**src/rtl/pic14_exec_core.sv**
```systemverilog
`default_nettype none
// ============================================================================
// Module      : pic14_exec_core
// Description : Single-clock execute core for a PIC16-style 14-bit ISA.
//               Holds PC, circular return stack, W and Z/C/DC flags; decodes
//               and executes one instruction per clock against an external
//               instruction memory and file-register array.
//               Optional macro PIC14_STACK_STATUS_EN adds sticky stack
//               overflow/underflow outputs backed by an occupancy counter.
// Revision    : 1.0 - initial release
// ============================================================================
module pic14_exec_core #(
  parameter int STACK_DEPTH = 8,
  parameter int PC_W        = 13
) (
  input  logic            clk,
  input  logic            reset,
  input  logic [13:0]     instr,
  input  logic [7:0]      f_rdata,
  output logic [PC_W-1:0] pc,
  output logic [6:0]      f_addr,
  output logic [7:0]      f_wdata,
  output logic            f_we,
  output logic [7:0]      w,
  output logic            zero,
  output logic            carry,
`ifdef PIC14_STACK_STATUS_EN
  output logic            dcarry,
  output logic            stk_ovf,
  output logic            stk_unf
`else
  output logic            dcarry
`endif
);

  localparam int c_SP_W = (STACK_DEPTH > 1) ? $clog2(STACK_DEPTH) : 1;

  // Architectural state
  logic [PC_W-1:0]   r_pc;
  logic [7:0]        r_w;
  logic              r_z;
  logic              r_c;
  logic              r_dc;
  logic              r_skip;
  logic [c_SP_W-1:0] r_sp;
  logic [PC_W-1:0]   r_stack [STACK_DEPTH];

  // Instruction fields
  logic [1:0]  w_cls;
  logic [3:0]  w_op;
  logic        w_d;
  logic [2:0]  w_bit;
  logic [7:0]  w_k;
  logic [7:0]  w_mask;

  // Shared adder for ADDWF/SUBWF/ADDLW/SUBLW; subtraction is a + ~w + 1 so
  // carry out directly reads as "no borrow".
  logic        w_sub;
  logic [7:0]  w_add_lhs;
  logic [7:0]  w_add_rhs;
  logic [8:0]  w_sum;
  logic [4:0]  w_nib;

  // Decoder outputs
  logic [7:0]      w_res;
  logic            w_we_f;
  logic            w_we_w;
  logic            w_wr_d;
  logic            w_upd_z;
  logic            w_upd_c;
  logic            w_upd_dc;
  logic            w_c_val;
  logic            w_dc_val;
  logic            w_skip_cond;
  logic            w_push;
  logic            w_pop;
  logic            w_jump;
  logic [PC_W-1:0] w_pc_inc;
  logic [PC_W-1:0] w_pc_next;
  logic [c_SP_W-1:0] w_sp_dec;

  assign w_cls  = instr[13:12];
  assign w_op   = instr[11:8];
  assign w_d    = instr[7];
  assign w_bit  = instr[9:7];
  assign w_k    = instr[7:0];
  assign w_mask = 8'h01 << w_bit;

  assign w_sub     = ((w_cls == 2'b00) && (w_op == 4'b0010)) ||
                     ((w_cls == 2'b11) && (w_op[3:1] == 3'b110));
  assign w_add_lhs = (w_cls == 2'b11) ? w_k : f_rdata;
  assign w_add_rhs = w_sub ? ~r_w : r_w;
  assign w_sum     = {1'b0, w_add_lhs} + {1'b0, w_add_rhs} + {8'd0, w_sub};
  assign w_nib     = {1'b0, w_add_lhs[3:0]} + {1'b0, w_add_rhs[3:0]} + {4'd0, w_sub};

  assign w_pc_inc = r_pc + 1'b1;
  assign w_sp_dec = r_sp - 1'b1;

  // Instruction decode and ALU result selection
  always_comb begin
    w_res       = f_rdata;
    w_we_f      = 1'b0;
    w_we_w      = 1'b0;
    w_wr_d      = 1'b0;
    w_upd_z     = 1'b0;
    w_upd_c     = 1'b0;
    w_upd_dc    = 1'b0;
    w_c_val     = w_sum[8];
    w_dc_val    = w_nib[4];
    w_skip_cond = 1'b0;
    w_push      = 1'b0;
    w_pop       = 1'b0;
    w_jump      = 1'b0;

    case (w_cls)
      2'b00: begin
        // Every byte op except the 0000 group routes its result by d.
        w_wr_d = (w_op != 4'b0000);
        case (w_op)
          4'b0000: begin
            if (w_d) begin
              w_res  = r_w;
              w_we_f = 1'b1;
            end else if (instr == 14'h0008) begin
              w_pop = 1'b1;
            end
          end
          4'b0001: begin w_res = 8'h00;             w_upd_z = 1'b1; end
          4'b0010: begin w_res = w_sum[7:0];        w_upd_z = 1'b1; w_upd_c = 1'b1; w_upd_dc = 1'b1; end
          4'b0011: begin w_res = f_rdata - 8'd1;    w_upd_z = 1'b1; end
          4'b0100: begin w_res = f_rdata | r_w;     w_upd_z = 1'b1; end
          4'b0101: begin w_res = f_rdata & r_w;     w_upd_z = 1'b1; end
          4'b0110: begin w_res = f_rdata ^ r_w;     w_upd_z = 1'b1; end
          4'b0111: begin w_res = w_sum[7:0];        w_upd_z = 1'b1; w_upd_c = 1'b1; w_upd_dc = 1'b1; end
          4'b1000: begin w_res = f_rdata;           w_upd_z = 1'b1; end
          4'b1001: begin w_res = ~f_rdata;          w_upd_z = 1'b1; end
          4'b1010: begin w_res = f_rdata + 8'd1;    w_upd_z = 1'b1; end
          4'b1011: begin
            w_res       = f_rdata - 8'd1;
            w_skip_cond = (w_res == 8'h00);
          end
          4'b1100: begin
            w_res   = {r_c, f_rdata[7:1]};
            w_upd_c = 1'b1;
            w_c_val = f_rdata[0];
          end
          4'b1101: begin
            w_res   = {f_rdata[6:0], r_c};
            w_upd_c = 1'b1;
            w_c_val = f_rdata[7];
          end
          4'b1110: begin w_res = {f_rdata[3:0], f_rdata[7:4]}; end
          default: begin
            w_res       = f_rdata + 8'd1;
            w_skip_cond = (w_res == 8'h00);
          end
        endcase
        if (w_wr_d) begin
          w_we_f = w_d;
          w_we_w = ~w_d;
        end
      end
      2'b01: begin
        case (instr[11:10])
          2'b00:   begin w_res = f_rdata & ~w_mask; w_we_f = 1'b1; end
          2'b01:   begin w_res = f_rdata | w_mask;  w_we_f = 1'b1; end
          2'b10:   w_skip_cond = ((f_rdata & w_mask) == 8'h00);
          default: w_skip_cond = ((f_rdata & w_mask) != 8'h00);
        endcase
      end
      2'b10: begin
        w_jump = 1'b1;
        w_push = ~instr[11];
      end
      default: begin
        casez (w_op)
          4'b00??: begin w_res = w_k; w_we_w = 1'b1; end
          4'b01??: begin w_res = w_k; w_we_w = 1'b1; w_pop = 1'b1; end
          4'b1000: begin w_res = w_k | r_w; w_we_w = 1'b1; w_upd_z = 1'b1; end
          4'b1001: begin w_res = w_k & r_w; w_we_w = 1'b1; w_upd_z = 1'b1; end
          4'b1010: begin w_res = w_k ^ r_w; w_we_w = 1'b1; w_upd_z = 1'b1; end
          4'b110?,
          4'b111?: begin
            w_res    = w_sum[7:0];
            w_we_w   = 1'b1;
            w_upd_z  = 1'b1;
            w_upd_c  = 1'b1;
            w_upd_dc = 1'b1;
          end
          default: w_res = f_rdata;
        endcase
      end
    endcase
  end

  // Next-PC selection: return pops the entry below the stack pointer
  always_comb begin
    w_pc_next = w_pc_inc;
    if (w_pop) begin
      w_pc_next = r_stack[w_sp_dec];
    end else if (w_jump) begin
      w_pc_next = {{(PC_W-11){1'b0}}, instr[10:0]};
    end
  end

  // PC, W, flags, stack pointer and skip state
  always_ff @(posedge clk or posedge reset) begin
    if (reset) begin
      r_pc   <= '0;
      r_w    <= 8'h00;
      r_z    <= 1'b0;
      r_c    <= 1'b0;
      r_dc   <= 1'b0;
      r_sp   <= '0;
      r_skip <= 1'b0;
    end else if (r_skip) begin
      r_pc   <= w_pc_inc;
      r_skip <= 1'b0;
    end else begin
      r_pc   <= w_pc_next;
      r_skip <= w_skip_cond;
      if (w_we_w)   r_w  <= w_res;
      if (w_upd_z)  r_z  <= (w_res == 8'h00);
      if (w_upd_c)  r_c  <= w_c_val;
      if (w_upd_dc) r_dc <= w_dc_val;
      if (w_push)      r_sp <= r_sp + 1'b1;
      else if (w_pop)  r_sp <= w_sp_dec;
    end
  end

  // Return-stack storage; wrapping the pointer overwrites the oldest entry
  always_ff @(posedge clk) begin
    if (!r_skip && w_push) begin
      r_stack[r_sp] <= w_pc_inc;
    end
  end

`ifdef PIC14_STACK_STATUS_EN
  localparam logic [c_SP_W:0] c_FULL = (c_SP_W+1)'(STACK_DEPTH);

  logic [c_SP_W:0] r_cnt;
  logic            r_ovf;
  logic            r_unf;

  // Occupancy tracking with sticky overflow/underflow flags
  always_ff @(posedge clk or posedge reset) begin
    if (reset) begin
      r_cnt <= '0;
      r_ovf <= 1'b0;
      r_unf <= 1'b0;
    end else if (!r_skip) begin
      if (w_push) begin
        if (r_cnt == c_FULL) r_ovf <= 1'b1;
        else                 r_cnt <= r_cnt + 1'b1;
      end else if (w_pop) begin
        if (r_cnt == '0) r_unf <= 1'b1;
        else             r_cnt <= r_cnt - 1'b1;
      end
    end
  end

  assign stk_ovf = r_ovf;
  assign stk_unf = r_unf;
`endif

  assign pc      = r_pc;
  assign f_addr  = instr[6:0];
  assign f_wdata = w_res;
  assign f_we    = w_we_f & ~r_skip;
  assign w       = r_w;
  assign zero    = r_z;
  assign carry   = r_c;
  assign dcarry  = r_dc;

endmodule
`default_nettype wire

```
**config.mk**
```make
export PLATFORM = sky130hd
export DESIGN_NAME = pic14_exec_core
export DESIGN_NICKNAME = d
export VERILOG_FILES = /design/src/rtl/pic14_exec_core.sv
export SDC_FILE = /design/constraint.sdc
export NUM_CORES = 1
export LEC_CHECK = 0
export CAP_MARGIN = 20
export CELL_PAD_IN_SITES_DETAIL_PLACEMENT = 1
export CELL_PAD_IN_SITES_GLOBAL_PLACEMENT = 2
export CORE_ASPECT_RATIO = 1.5
export CORE_MARGIN = 2
export CORE_UTILIZATION = 36
export DETAILED_ROUTE_END_ITERATION = 10
export PLACE_DENSITY_LB_ADDON = 0.1
export SKIP_LAST_GASP = 1
export SYNTH_ARGS = -nofsm -noshare
export SYNTH_HDL_FRONTEND = slang
export SYNTH_SLANG_ARGS = --single-unit
```
**constraint.sdc**
```tcl
create_clock -name clk -period 4.3 [get_ports clk]
set_input_delay 0.86 -clock clk [delete_from_list [all_inputs] [get_ports clk]]
set_output_delay 0.86 -clock clk [all_outputs]
set_load 0.005 [all_outputs]
```
# Word level (Yosys, flattened, before mapping)
# Memory sizes are Yosys's and may differ from the RTL's.
# Index checks and enable logic that the tools add are counted.
# word_totals
n_memories,1
latch_bits,0
ram_bits,104
register_bits,28
in_bits,24
mem_bits_ro,0
elab_cells,129
output_inout_bits,40
# memory_table
memory,words,word_bits,read_ports,rd_clocked_by_memory_dff,write_ports,line,rtl
r_stack,8,13,1,0,1,46,logic [PC_W-1:0] r_stack [STACK_DEPTH];
# op_classes
n_mux,43
n_eq_ne,22
shifts,1
bitwise,16
n_lt_le_gt_ge,0
n_mul,0
reduce_logical,30
div_mod_pow,0
n_addsub,9
# ops
op,n
$pmux W8 S12,1
$pmux W8 S5,1
$mux W13,3
$and A8 B8 Y8,4
$logic_not A8 Y1,4
$eq A4 B4 Y1 const B,7
$mux W8,3
$not A8 Y8,3
$or A8 B8 Y8,3
$pmux W8 S3,1
$mux W1,21
$pmux W1 S2,10
$eq A4 B3 Y1 const B,4
$pmux W8 S2,1
$xor A8 B8 Y8,2
$eq A14 B4 Y1 const B,1
$reduce_or A14 Y1,1
$add A13 B1 Y13 const B,1
$reduce_and A2 Y1,5
$reduce_or A10 Y1,1
$reduce_or A2 Y1,5
$add A8 B8 Y9,1
$add A9 B1 Y9,1
$add A8 B1 Y8 const B,1
25 further kinds,36

# Longest topological paths before layout
# Gate-level depths: netlist of the first run.
# logic_depth
depth_word,9
ltp_mapped,17
mapped_depth_nobuf,14

# Least setup slack after synthesis of the first run
# Ideal clock, no wire load.
# synth_path
kind,input-to-output
from,input port instr[12]
to,output port f_wdata[6]
arrival_time_ns,3.437
n_path_buf,3
t_required_ns,3.440
setup_slack_ns,0.003
cell_stages,14
path_cell_list,buf_6 and2_4 buf_6 a32o_1 buf_6 xnor2_1 fa_1 a211oi_1 o21bai_1 a21oi_1 xnor2_1 o311ai_0 o211ai_1 nand3_1
# synth_between
elab_chain_len,8
# synth_lines
element,line,rtl
start: declaration,18,"input logic [13:0] instr,"
$eq A2 B2 Y1 or $logic_not A2 Y1 (tied branches),-,
"$logic_and A1 B1 Y1, on equally long branches","90, 89",
$logic_or A1 B1 Y1,89,assign w_sub = ((w_cls == 2'b00) && (w_op == 4'b0010)) ||
$mux W8,92,assign w_add_rhs = w_sub ? ~r_w : r_w;
$add A8 B8 Y9,93,"assign w_sum = {1'b0, w_add_lhs} + {1'b0, w_add_rhs} + {8'd0, w_sub};"
$add A9 B1 Y9,93,
$pmux W8 S12 or $pmux W8 S5 (tied branches),"119, 176",
$pmux W8 S3 *,115,case (w_cls)
end: declaration,22,"output logic [7:0] f_wdata,"
# Mark *: on every way between the ends. The rest lies on a longest branch, timed or not.

# Worst setup path in the final report of the first run
# layout_path
from,input port instr[10]
to,output port f_wdata[6]
# layout_between
elab_chain_len,8
# layout_lines
element,line
$eq A4 B2 Y1 or $eq A3 B3 Y1 (tied branches),-
"$logic_and A1 B1 Y1, on equally long branches","89, 90"
$logic_or A1 B1 Y1,89
$mux W8,92
$add A8 B8 Y9,93
$add A9 B1 Y9,93
$pmux W8 S12 or $pmux W8 S5 (tied branches),"119, 176"
$pmux W8 S3 *,115
# Marked as above.

==> summary.md, run 1 <==
| Metric | Value |
|---|---|
| Worst-path clk slew | `0.06 ns` |
| I/O Buffers | `63` |
| Antenna Cells | `0` |
| RR Startpoint | `w[3]$_DFFE_PP0P_` |
| FFs w/ async S/R, synth | `0.2121` |
| Peak supply drop | `0.4662 mV` |
| Fin nets | `1078` |
| Initial antenna violation count | `0` |
| P_sw | `2.093 mW` |
| H-tree depth | `4` |
| Min-Delay Path Depth | `2` |
| CP Max Fanout | `3` |
| GRT Util Overall | `0.2838` |
| Power Internal | `3.663 mW` |
| Layout cells sized above 1 | `0.2980` |
| Hold path start | `zero$_DFFE_PP0P_` |
| Row count | `69` |
| Die width | `130.6 µm` |
| Comb power frac | `0.450` |
| Ys Warns | `0` |
| First-pass GRT wire length | `52240 µm` |
| Mean Syn Cell Area | `10.79 µm²` |
| Worst path slowest cell | `a32o_2` |
| WS Path Type | `in -> out` |
| Main flop type after synthesis | `edfxtp_1` |
| Leak | `4.528 nW` |
| Avg WL per Cell | `25.89 µm` |
| Cell Area, Synth | `0.008652 mm²` |
| Reg2reg end | `w[6]$_DFFE_PP0P_` |
| Vias per cell | `5.661` |
| Slew margin rel. | `0.3198` |
| Area delta synth->final | `33.59%` |
| Outcome | `finished with violations` |
| Synth cell types | `81` |
| PD cells | `497.9 mW/mm²` |
| Core Region | `0.02366 mm²` |
| Die ar. | `0.02532 mm²` |
| Post-cts hold buffer count | `0` |
| Final worst slack | `-0.2356 ns` |
| Initial Util | `0.3658` |
| Largest net degree at the start of global routing | `64` |
| Min-delay worst type | `reg -> reg` |
| CP peak stage delay | `0.28 ns` |
| Skew-Pair Late Insertion Delay | `0.42 ns` |
| WL final | `34670 µm` |
| Final Hold Fails | `0` |
| CTS tree | `built` |
| CTS max path bufs | `2` |
| I/O pin count | `64` |
| Setup crit start kind | `input pin` |
| Vias in the first global route | `8433` |
| Cts bufs inserted | `17` |
| Vias | `7580` |
| Clock root buffer | `clkbuf_16` |
| Tcrit/Tclk final | `1.055` |
| Reg2reg path depth | `21` |
| Sw Ratio | `0.3636` |
| Synth Register Bits | `132` |
| DRT iter0 DRCs | `418` |
| Critical path arrival | `3.68 ns` |
| RSZ-0062 raised after global routing | `yes` |
| EDFF count, synth | `104` |
| Syn nets | `873` |
| Final setup viols | `6` |
| Flop-to-flop setup slack | `0.37 ns` |
| Final GP Congestion | `0.9669` |
| Detailed Place HPWL | `26100 µm` |
| Fin util | `0.4886` |
| Hold endpoint | `zero$_DFFE_PP0P_` |
| Synth Instances | `802` |
| Finished Cell Area | `0.01156 mm²` |
| F_max | `220.5 MHz` |
| Clock period minus worst slack | `4.536 ns` |
| Antenna Violating Nets Remaining | `0` |
| Failing checks | `setup timing` |
| Post-synthesis sequential area ratio | `0.4419` |
| Max_cap viols | `0` |
| Tightest Pin Transition | `1.013 ns` |
| DP Area | `0.01053 mm²` |
| Worst Path Required | `3.44 ns` |
| Seq pwr share | `0.323` |
| Clock skew | `0.009020 ns` |
| Fin. max-slew vios | `0` |
| Drc violations | `0` |
| Die span in y | `193.9 µm` |
| Clock share of power | `0.227` |
| Sink Count | `132` |
| Gr ovfl total | `0` |
| CP cell instances | `buf_6 -> and3b_1 -> a32o_2 -> buf_6 -> buf_6 -> xnor2_2 -> ha_2 -> buf_6 -> a211oi_4 -> o21bai_1 -> a21oi_2 -> xnor2_2 -> o311ai_2 -> o211ai_1 -> nand3_1 -> buf_4 -> buf_6` |
| First-pass detailed-route iteration total | `4` |
| CP dominant cell by count | `buf_6` |
| Worst Setup End Kind | `primary output` |
==> critical path: cells and delay by family <==
kind	cells	cell delay [ns]
compound gates	6	1.33
buf+inv	6	0.69
simple gates	2	0.36
xor+xnor	2	0.22
fa+ha+maj	1	0.20
==> power by group through the flow <==
stage	Combinational (mW)	Clock, mW	Sequential (mW)
floorplan	1.41	0	1.82
global placement	2.31	0	1.87
detailed placement	2.36	0	1.88
CTS	2.53	1.33	1.86
global route	2.81	1.38	1.88
finish	2.59	1.31	1.86
==> metrics by stage <==
stage / setup TNS (ns) / setup WS, ns / cells / power (mW) / hold WS, ns
6_report: -0.8103 / -0.2356 / 1339 / 5.755 / 0.6302
5_1_grt: -1.462 / -0.3101 / 1339 / 6.066 / 0.6614
4_1_cts: -0.4828 / -0.1448 / 1335 / 5.721 / 0.5976
3_5_place_dp: -6.472 / -1.004 / 1270 / 4.242 / 0.5878
3_3_place_gp: -6.019 / -0.9709 / 1270 / 4.177 / 0.5756
2_1_floorplan: 0 / 0.003177 / 802 / 3.223 / 0.4797
==> Yosys cell counts (all sizes together) (3+ instances only) <==
cell type | count | area [µm²]
nor2b | 10 | 62.56
or2 | 4 | 25.02
a21oi | 30 | 150.1
nor4 | 6 | 37.54
buf | 26 | 171.4
o31ai | 3 | 27.52
o22ai | 8 | 50.05
edfxtp | 104 | 3123
dfrtp | 28 | 700.7
nor3 | 18 | 95.09
a22oi | 4 | 30.03
o22a | 12 | 105.1
or4 | 5 | 45.04
a211oi | 5 | 37.54
nor3b | 4 | 30.03
xor2 | 10 | 87.58
ha | 46 | 575.6
nor2 | 41 | 153.9
mux4 | 29 | 653.1
nand4 | 3 | 18.77
a31oi | 12 | 75.07
clkbuf | 36 | 135.1
nand2 | 77 | 289.0
nand3 | 19 | 95.09
inv | 39 | 146.4
mux2 | 4 | 45.04
nand2b | 14 | 87.58
and3 | 9 | 56.30
o211ai | 11 | 82.58
a32oi | 13 | 113.9
o21ai | 54 | 270.3
a221oi | 4 | 35.03
xnor2 | 34 | 297.8
a211o | 3 | 26.28
mux2i | 25 | 250.2
o221ai | 4 | 35.03
o21a | 3 | 22.52
a311oi | 3 | 26.28
==> layer usage <==
layer,vias up,wire length (µm),track usage
li1,3439,-,-
met1,3833,12750,0.3121
met2,202,18240,0.4959
met3,106,932,0.03173
met4,0,2749,0.2033
met5,-,0,0
==> layout by cell type (no fill, tap or decap), types with 13 or more instances in the layout <==
cell type / count
buf_4: 174
edfxtp_1: 104
nand2_1: 76
clkdlybuf4s50_1: 49
o21ai_0: 45
ha_1: 44
nor2_1: 37
inv_1: 37
xnor2_1: 30
mux4_2: 29
a21oi_1: 28
dfrtp_1: 27
mux2i_1: 25
nand3_1: 19
clkbuf_16: 17
buf_6: 16
nand2b_1: 14
nor3_1: 13
a32oi_1: 13
==> logic make-up (layout without fill, tap and decap cells) <==
| family | Yosys count | count (layout) | synth area share |
|---|---|---|---|
| compound gates | 196 | 196 | 0.1546 |
| simple gates | 223 | 223 | 0.1277 |
| mux | 58 | 58 | 0.1096 |
| buf+inv | 102 | 320 | 0.05278 |
| xor+xnor | 44 | 44 | 0.04454 |
| fa+ha+maj | 47 | 47 | 0.06884 |
| flops | 132 | 132 | 0.4419 |
==> worst max path at each step <==
stage	from	end	slack (ns)	cells past startpoint
6_report	instr[10]	f_wdata[6]	-0.24	17
5_1_grt	instr[10]	f_wdata[6]	-0.31	17
3_3_place_gp	instr[9]	f_wdata[6]	-0.97	13
2_1_floorplan	instr[12]	f_wdata[6]	0.003	14
4_1_cts	instr[10]	f_wdata[5]	-0.14	15
3_5_place_dp	instr[12]	f_wdata[6]	-1.00	13
==> flip-flops by register name, summed over array words and instances (netlist names) <==
signal	cells
r_skip	1
dcarry	1
pc	13
r_stack	104
zero	1
r_sp	3
carry	1
w	8
==> final cells by class <==
cell class,count,area (µm²)
sequential,132,3825
fill,2589,12100
clock inverter,14,102.6
inverter,40,150.1
timing repair buffer,248,2078
clock buffer,18,429.2
multi-input combinational,568,4574
tap,319,399.1
==> timing repair <==
| item | in CTS | in global routing |
|---|---|---|
| buffers inserted | 35 | 8 |
| pin swaps | 33 | 24 |
| resized for setup | 81 | 22 |
| endpoints found under the setup margin | 9 | 8 |
(Power assumes the default switching activity.)
==> inputs of run 2 (changes only) <==
--- a/config.mk
+++ b/config.mk
@@ -10,8 +10,9 @@
 export CELL_PAD_IN_SITES_GLOBAL_PLACEMENT = 2
 export CORE_ASPECT_RATIO = 1.5
 export CORE_MARGIN = 2
-export CORE_UTILIZATION = 36
+export CORE_UTILIZATION = 39
 export DETAILED_ROUTE_END_ITERATION = 10
+export DONT_BUFFER_PORTS = 1
 export PLACE_DENSITY_LB_ADDON = 0.1
 export SKIP_LAST_GASP = 1
 export SYNTH_ARGS = -nofsm -noshare
==> summary.md, run 2 (synthesized netlist as in run 1, its figures left out) <==
| Metric | Value |
|---|---|
| Outcome | `finished clean` |
| CP Max Fanout | `54 (+51)` |
| CP peak stage delay | `0.49 ns (+0.21 ns)` |
| Fin util | `0.4451 (-0.04353)` |
| Slew margin rel. | `0.4701 (+0.1503)` |
| Die width | `125.6 µm (-3.8%)` |
| Final setup viols | `0 (-6)` |
| Clock share of power | `0.273 (+0.046)` |
| Initial Util | `0.3984 (+0.03262)` |
| Setup crit start kind | `input pin` |
| Final worst slack | `0.07515 ns (+0.3107 ns)` |
| Commonest non-fill, non-tap cells in the layout | `edfxtp_1, nand2_1, o21ai_0, buf_4, ha_1` |
| Worst Setup End Kind | `primary output` |
| Post-cts hold buffer count | `0 (unchanged)` |
| Worst Path Required | `3.44 ns (about the same)` |
| Final GP Congestion | `1.002 (+3.6%)` |
| Comb power frac | `0.376 (-0.074)` |
| Drc violations | `0 (unchanged)` |
| Worst-path clk slew | `0.06 ns (about the same)` |
| Fin. max-slew vios | `0 (unchanged)` |
| Leak | `3.552 nW (-22%)` |
| Non-filler cells, final | `1091 (-19%)` |
| Worst path slowest cell | `or3b_2` |
| First-pass detailed-route iteration total | `5 (+1)` |
| Seq pwr share | `0.352 (+0.029)` |
| Area delta synth->final | `11.73%` |
| Min-delay worst type | `in -> async` |
| H-tree depth | `4 (unchanged)` |
| WL final | `33280 µm (-4.0%)` |
| Die span in y | `186.4 µm (-3.8%)` |
| Max_cap viols | `0 (unchanged)` |
| PD cells | `550.6 mW/mm² (+11%)` |
| RSZ-0062 raised after global routing | `yes` |
| P_sw | `1.892 mW (-9.6%)` |
| Tightest Pin Transition | `0.7891 ns (-0.2239 ns)` |
| I/O pin count | `64 (unchanged)` |
| Core Region | `0.02172 mm² (-8.2%)` |
| Tcrit/Tclk final | `0.9825 (-0.07227)` |
| Reg with most FFs | `r_stack` |
| Initial antenna violation count | `1 (+1)` |
| Overall power | `5.322 mW (-7.5%)` |
| Setup TNS | `0 ns (+0.8103 ns)` |
| Peak supply drop | `0.4500 mV (-3.5%)` |
| GR Layer Usage met3 | `0.04874 (+0.01701)` |
| DP Area | `0.009042 mm² (-14%)` |
| Critical path arrival | `3.36 ns (-0.32 ns)` |
| Clock skew | `0.007790 ns (-0.001230 ns)` |
| F_max | `236.7 MHz (+7.4%)` |
| Avg WL per Cell | `30.51 µm (+18%)` |
| Vias in the first global route | `7558 (-10%)` |
| WHS | `0.4325 ns (-0.1977 ns)` |
| Gr ovfl total | `0 (unchanged)` |
| Sw Ratio | `0.3555 (-0.008101)` |
| Vias | `6897 (-9.0%)` |
| M1 GR Usage | `0.2909 (-0.02117)` |
| WS Path Type | `in -> out` |
| GR peak layer | `met2` |
| Row count | `66 (-4.3%)` |
| Die ar. | `0.02342 mm² (-7.5%)` |
| Met2 Track Usage GR | `0.5135 (+0.01756)` |
| Power Internal | `3.430 mW (-6.3%)` |
| Detailed Place HPWL | `24630 µm (-5.6%)` |
| Sink Count | `132 (unchanged)` |
| Post-Place Worst Slack | `-0.06786 ns (+0.9359 ns)` |
| Antenna Violating Nets Remaining | `0 (unchanged)` |
| Crit-path leading delay family | `simple AND/OR/NAND/NOR gates` |
| Max FFs per register | `104 (unchanged)` |
| CTS tree | `built` |
| First-pass GRT wire length | `49000 µm (-6.2%)` |
| Commonest non-fill, non-tap cell in the layout | `edfxtp_1` |
| Skew-Pair Late Insertion Delay | `0.42 ns (about the same)` |
| I/O Buffers | `0 (-100%)` |
| Cts bufs inserted | `17 (unchanged)` |
| Finished Cell Area | `0.009667 mm² (-16%)` |
| Layout cells sized above 1 | `0.1614 (-0.1367)` |
| GRT Util Overall | `0.2842 (+0.0003998)` |
| Clock period minus worst slack | `4.225 ns (-0.3107 ns)` |
| Fin nets | `877 (-19%)` |
| DRT iter0 DRCs | `449 (+7.4%)` |
| Final Hold Fails | `0 (unchanged)` |
| CTS max path bufs | `2 (unchanged)` |
| Clock root buffer | `clkbuf_16` |
| CP cell instances | `and3b_1 -> a32o_1 -> xnor2_2 -> ha_1 -> or3b_2 -> o32a_1 -> o41a_1 -> xnor2_1 -> nor2_1 -> or4_4` |
| Largest net degree at the start of global routing | `65 (+1.6%)` |
| Buffers & Inverters on Critical Path | `0 (-6)` |
| Vias per cell | `6.322 (+12%)` |
| DP Cell Count | `1058 (-17%)` |
run 2: power by group through the flow:
stage                     Clock [mW]  Sequential (mW)  Combinational, mW
final                           1.45             1.87               2.00
after global routing            1.52             1.89               2.16
after CTS                       1.47             1.88               2.01
after detailed placement           0             1.90               2.00
after global placement             0             1.89               1.93
after floorplan                    0             1.82               1.41
run 2: cell type report:
| type | instances | area (µm²) |
|---|---|---|
| Tap cell | 272 | 340.3 |
| Timing Repair Buffer | 47 | 352.8 |
| Fill cell | 2339 | 12050 |
| Multi-Input combinational cell | 568 | 4408 |
| Clock inverter | 13 | 158.9 |
| Sequential cell | 132 | 3825 |
| Inverter | 40 | 150.1 |
| Antenna cell | 1 | 2.502 |
| Clock buffer | 18 | 429.2 |
run 2: routing by layer:
metal	vias up	wire length [µm]
met2	232	17750
li1	3037	-
met4	0	2639
met3	124	1487
met1	3504	11410
met5	-	0
run 2: path summary, 6_finish.rpt:
kind,start,cells past startpoint,end,slack [ns]
worst max register to register,w[1]$_DFFE_PP0P_,12,zero$_DFFE_PP0P_,0.77
worst min register to register,zero$_DFFE_PP0P_,2,zero$_DFFE_PP0P_,0.57
max in group asynchronous,reset,2,r_sp[0]$_DFFE_PP0P_,3.52
min in group clk,instr[13],1,r_skip$_DFF_PP0_,0.54
worst min-delay path,reset,2,w[7]$_DFFE_PP0P_,0.43
worst max-delay path,instr[11],10,f_wdata[3],0.08
run 2: timing repair:
item / CTS / global route
setup buffers: 0 / 1
pin swaps: 0 / 3
cloned: 0 / 0
endpoints found under the hold margin: 0 / 0
setup endpoints to repair: 1 / 5
gates resized for setup: 1 / 7
==> inputs of run 3 (changes only) <==
--- a/config.mk
+++ b/config.mk
@@ -5,14 +5,15 @@
 export SDC_FILE = /design/constraint.sdc
 export NUM_CORES = 1
 export LEC_CHECK = 0
-export CAP_MARGIN = 20
+export CAP_MARGIN = 10
 export CELL_PAD_IN_SITES_DETAIL_PLACEMENT = 1
 export CELL_PAD_IN_SITES_GLOBAL_PLACEMENT = 2
 export CORE_ASPECT_RATIO = 1.5
-export CORE_MARGIN = 2
+export CORE_MARGIN = 5
 export CORE_UTILIZATION = 39
 export DETAILED_ROUTE_END_ITERATION = 10
 export DONT_BUFFER_PORTS = 1
+export GPL_ROUTABILITY_DRIVEN = 0
 export PLACE_DENSITY_LB_ADDON = 0.1
 export SKIP_LAST_GASP = 1
 export SYNTH_ARGS = -nofsm -noshare
==> summary.md, run 3 (synthesized netlist as in run 1, its figures left out) <==
| Metric | Value |
|---|---|
| Outcome | `finished clean` |
| Avg WL per Cell | `30.26 µm (-0.81%)` |
| Final setup viols | `0 (unchanged)` |
| Die ar. | `0.02533 mm² (+8.1%)` |
| Commonest non-fill, non-tap cells in the layout | `edfxtp_1, nand2_1, o21ai_0, buf_4, ha_1` |
| First-pass GRT wire length | `49560 µm (+1.1%)` |
| Initial antenna violation count | `1 (unchanged)` |
| Core Region | `0.02180 mm² (+0.38%)` |
| Min-delay worst type | `in -> async` |
| Detailed Place HPWL | `24260 µm (-1.5%)` |
| Row count | `66 (unchanged)` |
| Tcrit/Tclk final | `0.9757 (-0.006793)` |
| Top sig layer | `met5` |
| Final Hold Fails | `0 (unchanged)` |
| Fin. max-slew vios | `0 (unchanged)` |
| Gr ovfl total | `0 (unchanged)` |
| Leak | `3.588 nW (+1.0%)` |
| Worst-path clk slew | `0.06 ns (about the same)` |
| Die width | `131.6 µm (+4.8%)` |
| Antenna Violating Nets Remaining | `0 (unchanged)` |
| Tightest Pin Transition | `1.158 ns (+0.3693 ns)` |
| Antenna Cells | `0 (-1)` |
| CP Max Fanout | `54 (unchanged)` |
| Postcts setup bufs | `0 (unchanged)` |
| Overall power | `5.372 mW (+0.93%)` |
| Max_cap viols | `0 (unchanged)` |
| Worst Setup End Kind | `primary output` |
| Clock root buffer | `clkbuf_16` |
| Routed met3 length | `1486 µm (about the same)` |
| Layout cells sized above 1 | `0.1606 (-0.0007853)` |
| Critical path arrival | `3.34 ns (-0.02 ns)` |
| WS Path Type | `in -> out` |
| Slew margin rel. | `0.2221 (-0.2480)` |
| Peak supply drop | `0.6900 mV (+53%)` |
| Drc violations | `0 (unchanged)` |
| DRT iter0 DRCs | `450 (+0.22%)` |
| Initial Util | `0.3969 (-0.001509)` |
| Vias | `6921 (+0.35%)` |
| Clock skew | `0.01600 ns (+0.008205 ns)` |
| First-pass detailed-route iteration total | `5 (unchanged)` |
| Routed wl met2 | `17760 µm (about the same)` |
| Setup crit start kind | `input pin` |
| H-tree depth | `4 (unchanged)` |
| Commonest non-fill, non-tap cell in the layout | `edfxtp_1` |
| Worst Path Required | `3.44 ns (about the same)` |
| CTS max path bufs | `2 (unchanged)` |
| Post-Place Worst Slack | `0.03488 ns (+0.1027 ns)` |
| Vias in the first global route | `7576 (+0.24%)` |
| Fill cells | `2374 (+1.5%)` |
| WL final | `33100 µm (-0.54%)` |
| Largest net degree at the start of global routing | `65 (unchanged)` |
| Non-filler cells, final | `1094 (+0.27%)` |
| CTS tree | `built` |
| Die span in y | `192.4 µm (+3.2%)` |
| CP Launch Point | `instr[11]` |
| I/O Buffers | `0 (unchanged)` |
| Fin util | `0.4448 (about the same)` |
| RR Startpoint | `w[1]$_DFFE_PP0P_` |
| DP Cell Count | `1062 (+0.38%)` |
| I/O pin count | `64 (unchanged)` |
| F_max | `238.3 MHz (+0.70%)` |
| Vias per cell | `6.326 (about the same)` |
| GRT Util Overall | `0.2653 (-0.01893)` |
| Final worst slack | `0.1044 ns (+0.02921 ns)` |
| Setup TNS | `0 ns (unchanged)` |
| Reg with most FFs | `r_stack` |
| Clock period minus worst slack | `4.196 ns (-0.02921 ns)` |
| Max FFs per register | `104 (unchanged)` |
| Fin nets | `880 (+0.34%)` |
| Skew-Pair Late Insertion Delay | `0.43 ns (about the same)` |
| Area delta synth->final | `12.09%` |
| PD cells | `553.9 mW/mm² (+0.60%)` |
| Cts bufs inserted | `17 (unchanged)` |
| Metal-1 WL | `11620 µm (+1.9%)` |
| Sink Count | `132 (unchanged)` |
| Flop-to-flop setup slack | `0.72 ns (-0.05 ns)` |
-- run 3: cell types whose count changed in the layout (fill, tap and decap cells not counted), moves of 2 or more --
cell / change
buf_4: +3
clkinvlp_4: -3
clkinv_1: +2
o21ai_0: +2
o21ai_1: -2
-- run 3: per-stage QoR --
step           instance area [µm²]  hold slack, ns
6_report                      9698          0.4222
3_3_place_gp                  9072          0.5345
5_1_grt                       9698          0.4495
3_5_place_dp                  9072          0.5484
4_1_cts                       9684          0.4228
2_1_floorplan                 8652          0.4797
-- run 3: power by group --
group / switching (mW) / total (mW) / internal, mW / leakage, nW
Sequential: 0.194 / 1.89 / 1.69 / 1.27
Clock: 0.549 / 1.51 / 0.965 / 0.293
Combinational: 1.14 / 1.97 / 0.826 / 2.02
Total: 1.89 / 5.37 / 3.48 / 3.59
-- run 3: final timing paths --
kind	depth (start not counted)	end
min in group clk	1	r_skip$_DFF_PP0_
min reg2reg	2	zero$_DFFE_PP0P_
max in group asynchronous	2	pc[1]$_DFF_PP0_
min	2	pc[9]$_DFF_PP0_
max	10	f_wdata[3]
max reg2reg	11	zero$_DFFE_PP0P_
-- run 3: cell type report --
class,instances,area (µm²),area share
repair buffers,50,375.4,0.03870
well taps,272,340.3,0.03509
flip-flops and latches,132,3825,0.3944
clock buffers,18,429.2,0.04425
inverters,40,150.1,0.01548
multi-input cells,568,4395,0.4532
clock inverters,14,182.7,0.01884
-- run 3: repair_timing --
action | in CTS | in global routing
hold buffers | 0 | 0
resized for setup | 0 | 4
setup endpoints to repair | 0 | 4
-- run 3: per-layer routing --
metal	track usage	vias up
met5	0	-
met2	0.4922	210
met3	0.05686	95
li1	-	3036
met4	0.1580	4
met1	0.2727	3576
-- run 3: critical path: stages --
cell and delay [ns]:
and3b_1 0.20, a32o_2 0.27, xnor2_1 0.14, ha_1 0.24, or3b_2 0.45, o32a_1 0.30
o41a_1 0.14, xnor2_1 0.16, nor2_1 0.08, or4_4 0.47
